--- src/rtl/arb_burst_lock_mux_if.sv ---
// Bundles the requestor, arbiter and shared-channel signals of arb_burst_lock_mux.
// Latency: none; this is wiring only.
// Backpressure: carries valid/ready per requestor plus out_ready from downstream. ARB_BURST_TIMEOUT_EN adds timeout_err.
interface arb_burst_lock_mux_if #(
  parameter int NUM_REQUESTORS = 4,
  parameter int DATA_WIDTH     = 32
);
  localparam int OW = (NUM_REQUESTORS > 1) ? $clog2(NUM_REQUESTORS) : 1;

  logic [NUM_REQUESTORS-1:0]            req;
  logic [NUM_REQUESTORS-1:0]            arb_req;
  logic [NUM_REQUESTORS-1:0]            arb_grant;
  logic                                 arb_grant_valid;
  logic [NUM_REQUESTORS-1:0]            in_valid;
  logic [NUM_REQUESTORS*DATA_WIDTH-1:0] in_data;
  logic [NUM_REQUESTORS-1:0]            in_last;
  logic [NUM_REQUESTORS-1:0]            in_ready;
  logic                                 out_valid;
  logic [DATA_WIDTH-1:0]                out_data;
  logic                                 out_last;
  logic                                 out_ready;
  logic [OW-1:0]                        out_owner;
  logic                                 busy;
  logic                                 grant_err;
`ifdef ARB_BURST_TIMEOUT_EN
  logic                                 timeout_err;

  modport slave (
    input  req, arb_grant, arb_grant_valid, in_valid, in_data, in_last, out_ready,
    output arb_req, in_ready, out_valid, out_data, out_last, out_owner, busy, grant_err,
           timeout_err
  );
  modport master (
    output req, arb_grant, arb_grant_valid, in_valid, in_data, in_last, out_ready,
    input  arb_req, in_ready, out_valid, out_data, out_last, out_owner, busy, grant_err,
           timeout_err
  );
`else
  modport slave (
    input  req, arb_grant, arb_grant_valid, in_valid, in_data, in_last, out_ready,
    output arb_req, in_ready, out_valid, out_data, out_last, out_owner, busy, grant_err
  );
  modport master (
    output req, arb_grant, arb_grant_valid, in_valid, in_data, in_last, out_ready,
    input  arb_req, in_ready, out_valid, out_data, out_last, out_owner, busy, grant_err
  );
`endif
endinterface

--- src/rtl/arb_burst_lock_mux.sv ---
// Locks the shared channel to the arbiter's one-hot winner for a whole burst; ARB_BURST_TIMEOUT_EN caps bursts at MAX_BURST beats.
// Latency: lock one edge after the grant; data path is combinational from the locked requestor.
// Backpressure: out_ready passes straight to in_ready of the owner; arb_req is held at zero while locked.
module arb_burst_lock_mux #(
  parameter int NUM_REQUESTORS = 4,
  parameter int DATA_WIDTH     = 32,
  parameter int MAX_BURST      = 16
) (
  input  logic                 clk,
  input  logic                 rst,
  arb_burst_lock_mux_if.slave  bus
);
  localparam int OW = (NUM_REQUESTORS > 1) ? $clog2(NUM_REQUESTORS) : 1;

  if (MAX_BURST < 1) begin : g_bad_max_burst
    $error("MAX_BURST must be at least 1");
  end

  typedef enum logic {ST_IDLE = 1'b0, ST_BUSY = 1'b1} state_t;

  state_t                r_state;
  state_t                w_state_nxt;
  logic [OW-1:0]         r_owner;
  logic                  r_grant_err;
  logic [OW-1:0]         w_grant_idx;
  logic                  w_grant_onehot;
  logic                  w_lock;
  logic                  w_malformed;
  logic                  w_sel_valid;
  logic                  w_sel_last;
  logic [DATA_WIDTH-1:0] w_sel_data;
  logic                  w_xfer;
  logic                  w_timeout;
  logic                  w_release;

  // Decode the index of the granted requestor (meaningful only when one-hot)
  always_comb begin
    w_grant_idx = '0;
    for (int i = 0; i < NUM_REQUESTORS; i++) begin
      if (bus.arb_grant[i]) w_grant_idx = OW'(i);
    end
  end

  assign w_grant_onehot = $onehot(bus.arb_grant);
  // A stale one-hot grant (its requestor already dropped req) is silently ignored.
  assign w_lock      = (r_state == ST_IDLE) && bus.arb_grant_valid && w_grant_onehot &&
                       |(bus.arb_grant & bus.req);
  assign w_malformed = (r_state == ST_IDLE) && bus.arb_grant_valid && !w_grant_onehot;

  // Select the owner's beat stream
  always_comb begin
    w_sel_valid = 1'b0;
    w_sel_last  = 1'b0;
    w_sel_data  = '0;
    for (int i = 0; i < NUM_REQUESTORS; i++) begin
      if (r_owner == OW'(i)) begin
        w_sel_valid = bus.in_valid[i];
        w_sel_last  = bus.in_last[i];
        w_sel_data  = bus.in_data[i*DATA_WIDTH +: DATA_WIDTH];
      end
    end
  end

  assign w_xfer    = (r_state == ST_BUSY) && w_sel_valid && bus.out_ready;
  assign w_release = w_xfer && (w_sel_last || w_timeout);

`ifdef ARB_BURST_TIMEOUT_EN
  localparam int CW = $clog2(MAX_BURST + 1);

  logic [CW-1:0] r_beat_cnt;
  logic          r_timeout_err;

  // The MAX_BURST-th beat without last closes the burst as though it carried last.
  assign w_timeout = !w_sel_last && (r_beat_cnt == CW'(MAX_BURST - 1));

  // Saturating beat counter and one-cycle timeout pulse
  always_ff @(posedge clk or negedge rst) begin
    if (!rst) begin
      r_beat_cnt    <= '0;
      r_timeout_err <= 1'b0;
    end else begin
      r_timeout_err <= w_xfer && w_timeout;
      if (w_lock) begin
        r_beat_cnt <= '0;
      end else if (w_xfer && (r_beat_cnt != CW'(MAX_BURST))) begin
        r_beat_cnt <= r_beat_cnt + CW'(1);
      end
    end
  end

  assign bus.timeout_err = r_timeout_err;
`else
  assign w_timeout = 1'b0;
`endif

  // State register
  always_ff @(posedge clk or negedge rst) begin
    if (!rst) r_state <= ST_IDLE;
    else      r_state <= w_state_nxt;
  end

  // Next state: grants are only looked at in IDLE, so one landing on the release edge is dropped
  always_comb begin
    w_state_nxt = r_state;
    case (r_state)
      ST_IDLE: if (w_lock)    w_state_nxt = ST_BUSY;
      ST_BUSY: if (w_release) w_state_nxt = ST_IDLE;
      default:                w_state_nxt = ST_IDLE;
    endcase
  end

  // Owner capture and malformed-grant pulse; owner holds its value after release
  always_ff @(posedge clk or negedge rst) begin
    if (!rst) begin
      r_owner     <= '0;
      r_grant_err <= 1'b0;
    end else begin
      r_grant_err <= w_malformed;
      if (w_lock) r_owner <= w_grant_idx;
    end
  end

  // Outputs: mux the owner while locked, otherwise forward req to the arbiter (held off during reset)
  always_comb begin
    bus.arb_req   = '0;
    bus.in_ready  = '0;
    bus.out_valid = 1'b0;
    bus.out_data  = '0;
    bus.out_last  = 1'b0;
    if (r_state == ST_BUSY) begin
      bus.out_valid = w_sel_valid;
      bus.out_data  = w_sel_data;
      bus.out_last  = w_sel_last;
      for (int i = 0; i < NUM_REQUESTORS; i++) begin
        bus.in_ready[i] = (r_owner == OW'(i)) && bus.out_ready;
      end
    end else if (rst) begin
      bus.arb_req = bus.req;
    end
  end

  assign bus.out_owner = r_owner;
  assign bus.busy      = (r_state == ST_BUSY);
  assign bus.grant_err = r_grant_err;

endmodule

--- src/flat_wrapper.sv ---
// flat-port wrapper written by rule: the top's interface ports become plain ports
module arb_burst_lock_mux_flat 
#(
  parameter int NUM_REQUESTORS = 4,
  parameter int DATA_WIDTH     = 32,
  parameter int MAX_BURST      = 16
)
  (clk, rst, bus_req, bus_arb_grant, bus_arb_grant_valid, bus_in_valid, bus_in_data, bus_in_last, bus_out_ready, bus_arb_req, bus_in_ready, bus_out_valid, bus_out_data, bus_out_last, bus_out_owner, bus_busy, bus_grant_err);
  arb_burst_lock_mux_if #(.NUM_REQUESTORS(NUM_REQUESTORS), .DATA_WIDTH(DATA_WIDTH)) bus_i ();
  input  logic clk;
  input  logic rst;
  input wire logic [$bits(bus_i.req)-1:0] bus_req;
  input wire logic [$bits(bus_i.arb_grant)-1:0] bus_arb_grant;
  input wire logic [$bits(bus_i.arb_grant_valid)-1:0] bus_arb_grant_valid;
  input wire logic [$bits(bus_i.in_valid)-1:0] bus_in_valid;
  input wire logic [$bits(bus_i.in_data)-1:0] bus_in_data;
  input wire logic [$bits(bus_i.in_last)-1:0] bus_in_last;
  input wire logic [$bits(bus_i.out_ready)-1:0] bus_out_ready;
  output wire logic [$bits(bus_i.arb_req)-1:0] bus_arb_req;
  output wire logic [$bits(bus_i.in_ready)-1:0] bus_in_ready;
  output wire logic [$bits(bus_i.out_valid)-1:0] bus_out_valid;
  output wire logic [$bits(bus_i.out_data)-1:0] bus_out_data;
  output wire logic [$bits(bus_i.out_last)-1:0] bus_out_last;
  output wire logic [$bits(bus_i.out_owner)-1:0] bus_out_owner;
  output wire logic [$bits(bus_i.busy)-1:0] bus_busy;
  output wire logic [$bits(bus_i.grant_err)-1:0] bus_grant_err;
  assign bus_i.req = bus_req;
  assign bus_i.arb_grant = bus_arb_grant;
  assign bus_i.arb_grant_valid = bus_arb_grant_valid;
  assign bus_i.in_valid = bus_in_valid;
  assign bus_i.in_data = bus_in_data;
  assign bus_i.in_last = bus_in_last;
  assign bus_i.out_ready = bus_out_ready;
  assign bus_arb_req = bus_i.arb_req;
  assign bus_in_ready = bus_i.in_ready;
  assign bus_out_valid = bus_i.out_valid;
  assign bus_out_data = bus_i.out_data;
  assign bus_out_last = bus_i.out_last;
  assign bus_out_owner = bus_i.out_owner;
  assign bus_busy = bus_i.busy;
  assign bus_grant_err = bus_i.grant_err;
  arb_burst_lock_mux #(.NUM_REQUESTORS(NUM_REQUESTORS), .DATA_WIDTH(DATA_WIDTH), .MAX_BURST(MAX_BURST)) u_core (.clk(clk), .rst(rst), .bus(bus_i));
endmodule
--- config.mk ---
export PLATFORM = sky130hd
export DESIGN_NAME = arb_burst_lock_mux_flat
export DESIGN_NICKNAME = d
export VERILOG_FILES = /design/src/rtl/arb_burst_lock_mux_if.sv /design/src/rtl/arb_burst_lock_mux.sv /design/src/flat_wrapper.sv
export SDC_FILE = /design/constraint.sdc
export NUM_CORES = 1
export LEC_CHECK = 0
export CORE_UTILIZATION = 25
export DETAILED_ROUTE_END_ITERATION = 16
export GPL_TIMING_DRIVEN = 0
export PLACE_DENSITY_LB_ADDON = 0.15
export SYNTH_ARGS = -nofsm -noshare
export SYNTH_HDL_FRONTEND = slang
export SYNTH_SLANG_ARGS = --single-unit
--- constraint.sdc ---
create_clock -name clk -period 2.35 [get_ports clk]
set_clock_uncertainty 0.05 [all_clocks]
set_input_delay 0.47 -clock clk [delete_from_list [all_inputs] [get_ports clk]]
set_output_delay 0.47 -clock clk [all_outputs]
set_load 0.005 [all_outputs]
==> impl_metrics.tcl <==
set metrics [dict create \
    cts.sinks 4 \
    relSlewSlack 0.715 \
    cp_max_fo 6 \
    cts-hold-fix-buffers 0 \
    synth_edf_count 0 \
    path_depth 8 \
    drc 0 \
    ant_nets 0 \
    drv_cap 0 \
    grt_start_max_net_pins 11 \
    startpoint_type "register" \
    vias 1881 \
    place_inst 381 \
    clock.fmax_ghz 0.411 \
    syn_to_final_growth_pct 157 \
    reg2reg_depth 7 \
    grt_pass1_vias 2008 \
    failed_checks "setup timing" \
    wl_um 7160 \
    fin_cells 402 \
    hold_viol 0 \
    dieArea_um2 5960 \
    routedWlPerCell_um 17.8 \
    grt_overflow 0 \
    io_buffers 193 \
    nets 485 \
    top_level_ports 194 \
    initialDrtViolationCount 36 \
    numCtsBuffers 3 \
    synth_fp_nets 269 \
    critPathKind "reg -> out" \
    critPathMaxStageDelay_ns 0.40 \
    power_density_nw_per_um2 761 \
    firstDrtPassIters 4 \
    die_w_um 77.2 \
    layout-drive-gt1-share 0.330 \
    synth_seq_cells 4 \
    cts_root_buf "clkbuf_8" \
    antenna_found_initial 0 \
    pre_cts_slack_ns -0.622 \
    syn_inst 116 \
    critPathArrivalTime_ns 1.91 \
    finalPower_mw 2.76 \
    worstMarginPinSlew_ns 0.427 \
    path_cells "buf_6, buf_12, buf_8, buf_16, buf_6, mux4_2, and2_1, buf_2" \
    avgViaCountPerCell 4.68 \
    syn_area_um2 1410 \
    status "complete, but fails checks" \
    crit_top_cell "buf_6" \
    start_util 0.258 \
    htree_levels 1 \
    clock_latency_ns 0.22 \
    floorplan.rows 27 \
    diodes 0 \
    path_buf_inv 6 \
    final-setup-viol-count 6 \
    cts.clk_slew.worst_paths_ns 0.03 \
    syn_avg_cell_area_um2 12.2 \
    drv_slew 0 \
    finalWorstSetupSlack_ns -0.0832 \
    synth_top_flop_cell "dfrtp_1" \
    hold_path_class "in -> async" \
    ir_drop_v 0.000653 \
    cts_max_path_buffers 2 \
    crit_slowest_cell "mux4_2" \
    ys_seq_area_frac 0.0708 \
    fin_crit_sh 1.04 \
    fp.dieH_um 77.2 \
    ys_warn_count 0 \
    p_leak_nw 1.58 \
    period_needed_ns 2.43 \
    grt_pass1_wl_um 10700 \
    core_area_um2 5470 \
    tritoncts "done" \
    cp_top_family "buffers and inverters" \
    endpoint_kind "output port" \
    required_ns 1.83 \
    rsz0062_at_grt "true" \
    gp_congestion 0.803 \
    dp_hpwl_um 5840 \
    grtUsageTotal 0.234 \
    yosysUniqueCellTypes 21 \
    async_reset_ff_frac 1.00 \
]
## worst paths after layout
path	startpoint	endpoint	slack, ns
max in group asynchronous	rst	u_core.bus.busy	1.90
hold reg to reg	u_core.bus.busy	u_core.bus.grant_err	0.66
setup reg to reg	u_core.bus.out_owner[0]	u_core.bus.busy	0.64
min in group clk	bus_arb_grant[3]	u_core.bus.out_owner[0]	0.55
setup / recovery	u_core.bus.out_owner[0]	bus_out_data[13]	-0.08
hold / removal	rst	u_core.bus.grant_err	0.16
## cells by family after synthesis
family | synth area share
buffers and inverters | 0.0752
AOI/OAI and AO/OA | 0.0425
and+or+nand+nor | 0.206
adders and majority gates | 0.0496
DFF | 0.0708
muxes | 0.556
## worst reg2reg max path: stages (launching register included)
cell and delay (ns):
dfrtp_1 0.37, buf_6 0.12, buf_12 0.11, buf_6 0.11, mux4_2 0.51, buf_4 0.15, nand3_1 0.09, a21o_1 0.14
## synth_stat cells, types with 2 or more instances
library cell  count  area [µm²]
dfrtp_1           4         100
mux4_2           34         766
buf_2             5        25.0
nor2_1            3        11.3
nor3_1            2        10.0
inv_1             4        15.0
a21oi_1           2        10.0
ha_1              4        50.1
nand3_1           2        10.0
and2_1           38         238
mux2i_1           2        20.0
a22oi_1           2        15.0
clkbuf_1          4        15.0
buf_12            2        40.0
nand2b_1          2        12.5
## where the power goes
group | internal, mW | switching (mW)
logic | 1.64 | 0.853
clock network | 0.109 | 0.0379
registers | 0.0984 | 0.0241
total | 1.85 | 0.915
## per-stage QoR
| stage | utilization | TNS (ns) | area (µm²) | hold slack, ns |
|---|---|---|---|---|
| 5_1_grt | 0.663 | -0.882 | 3630 | 0.170 |
| 3_5_place_dp | 0.628 | -6.25 | 3440 | 0.663 |
| 4_1_cts | 0.668 | -0.586 | 3660 | 0.162 |
| 6_report | 0.663 | -0.239 | 3630 | 0.157 |
| 3_3_place_gp | 0.628 | -5.58 | 3440 | 0.661 |
| 2_1_floorplan | - | 0 | 1410 | 0.124 |
## routing by layer
metal,wire length (µm),vias to the layer above,GRT usage
met4,121,0,0.0566
met2,3760,96,0.430
met3,668,12,0.0726
met5,0,-,0
li1,-,883,-
met1,2610,890,0.259
## timing repair
item / CTS / global route
gates resized for setup: 84 / 61
cloned: 1 / 0
pin swaps: 2 / 4
setup endpoints to repair: 45 / 37
buffers inserted: 14 / 4
## placed cells by master (no fill, tap or decap), drive strengths merged
master,count
and2,38
dlygate4sd2,6
nand2b,2
nor2,3
nand2,1
mux2i,2
dlymetal6s2s,5
clkdlybuf4s50,153
ha,4
a22oi,2
buf,31
nor2b,1
a21oi,2
clkbuf,29
a21o,1
nand3,2
nor3,2
a2111oi,1
fa,1
clkdlybuf4s15,2
dfrtp,4
mux4,34
inv,4
## cell type report
cell class | count | area (µm²)
Buffer | 11 | 111
Clock buffer | 3 | 41.3
Fill cell | 484 | 1840
Inverter | 4 | 15.0
Multi-Input combinational cell | 96 | 1250
Sequential cell | 4 | 100
Tap cell | 72 | 90.1
Timing Repair Buffer | 212 | 2030
## state kept, by name (all words and copies together), names as in the netlist
| name | cells |
|---|---|
| u_core.bus.out_owner | 2 |
| u_core.bus.busy | 1 |
| u_core.bus.grant_err | 1 |
(Power assumes the default switching activity.)
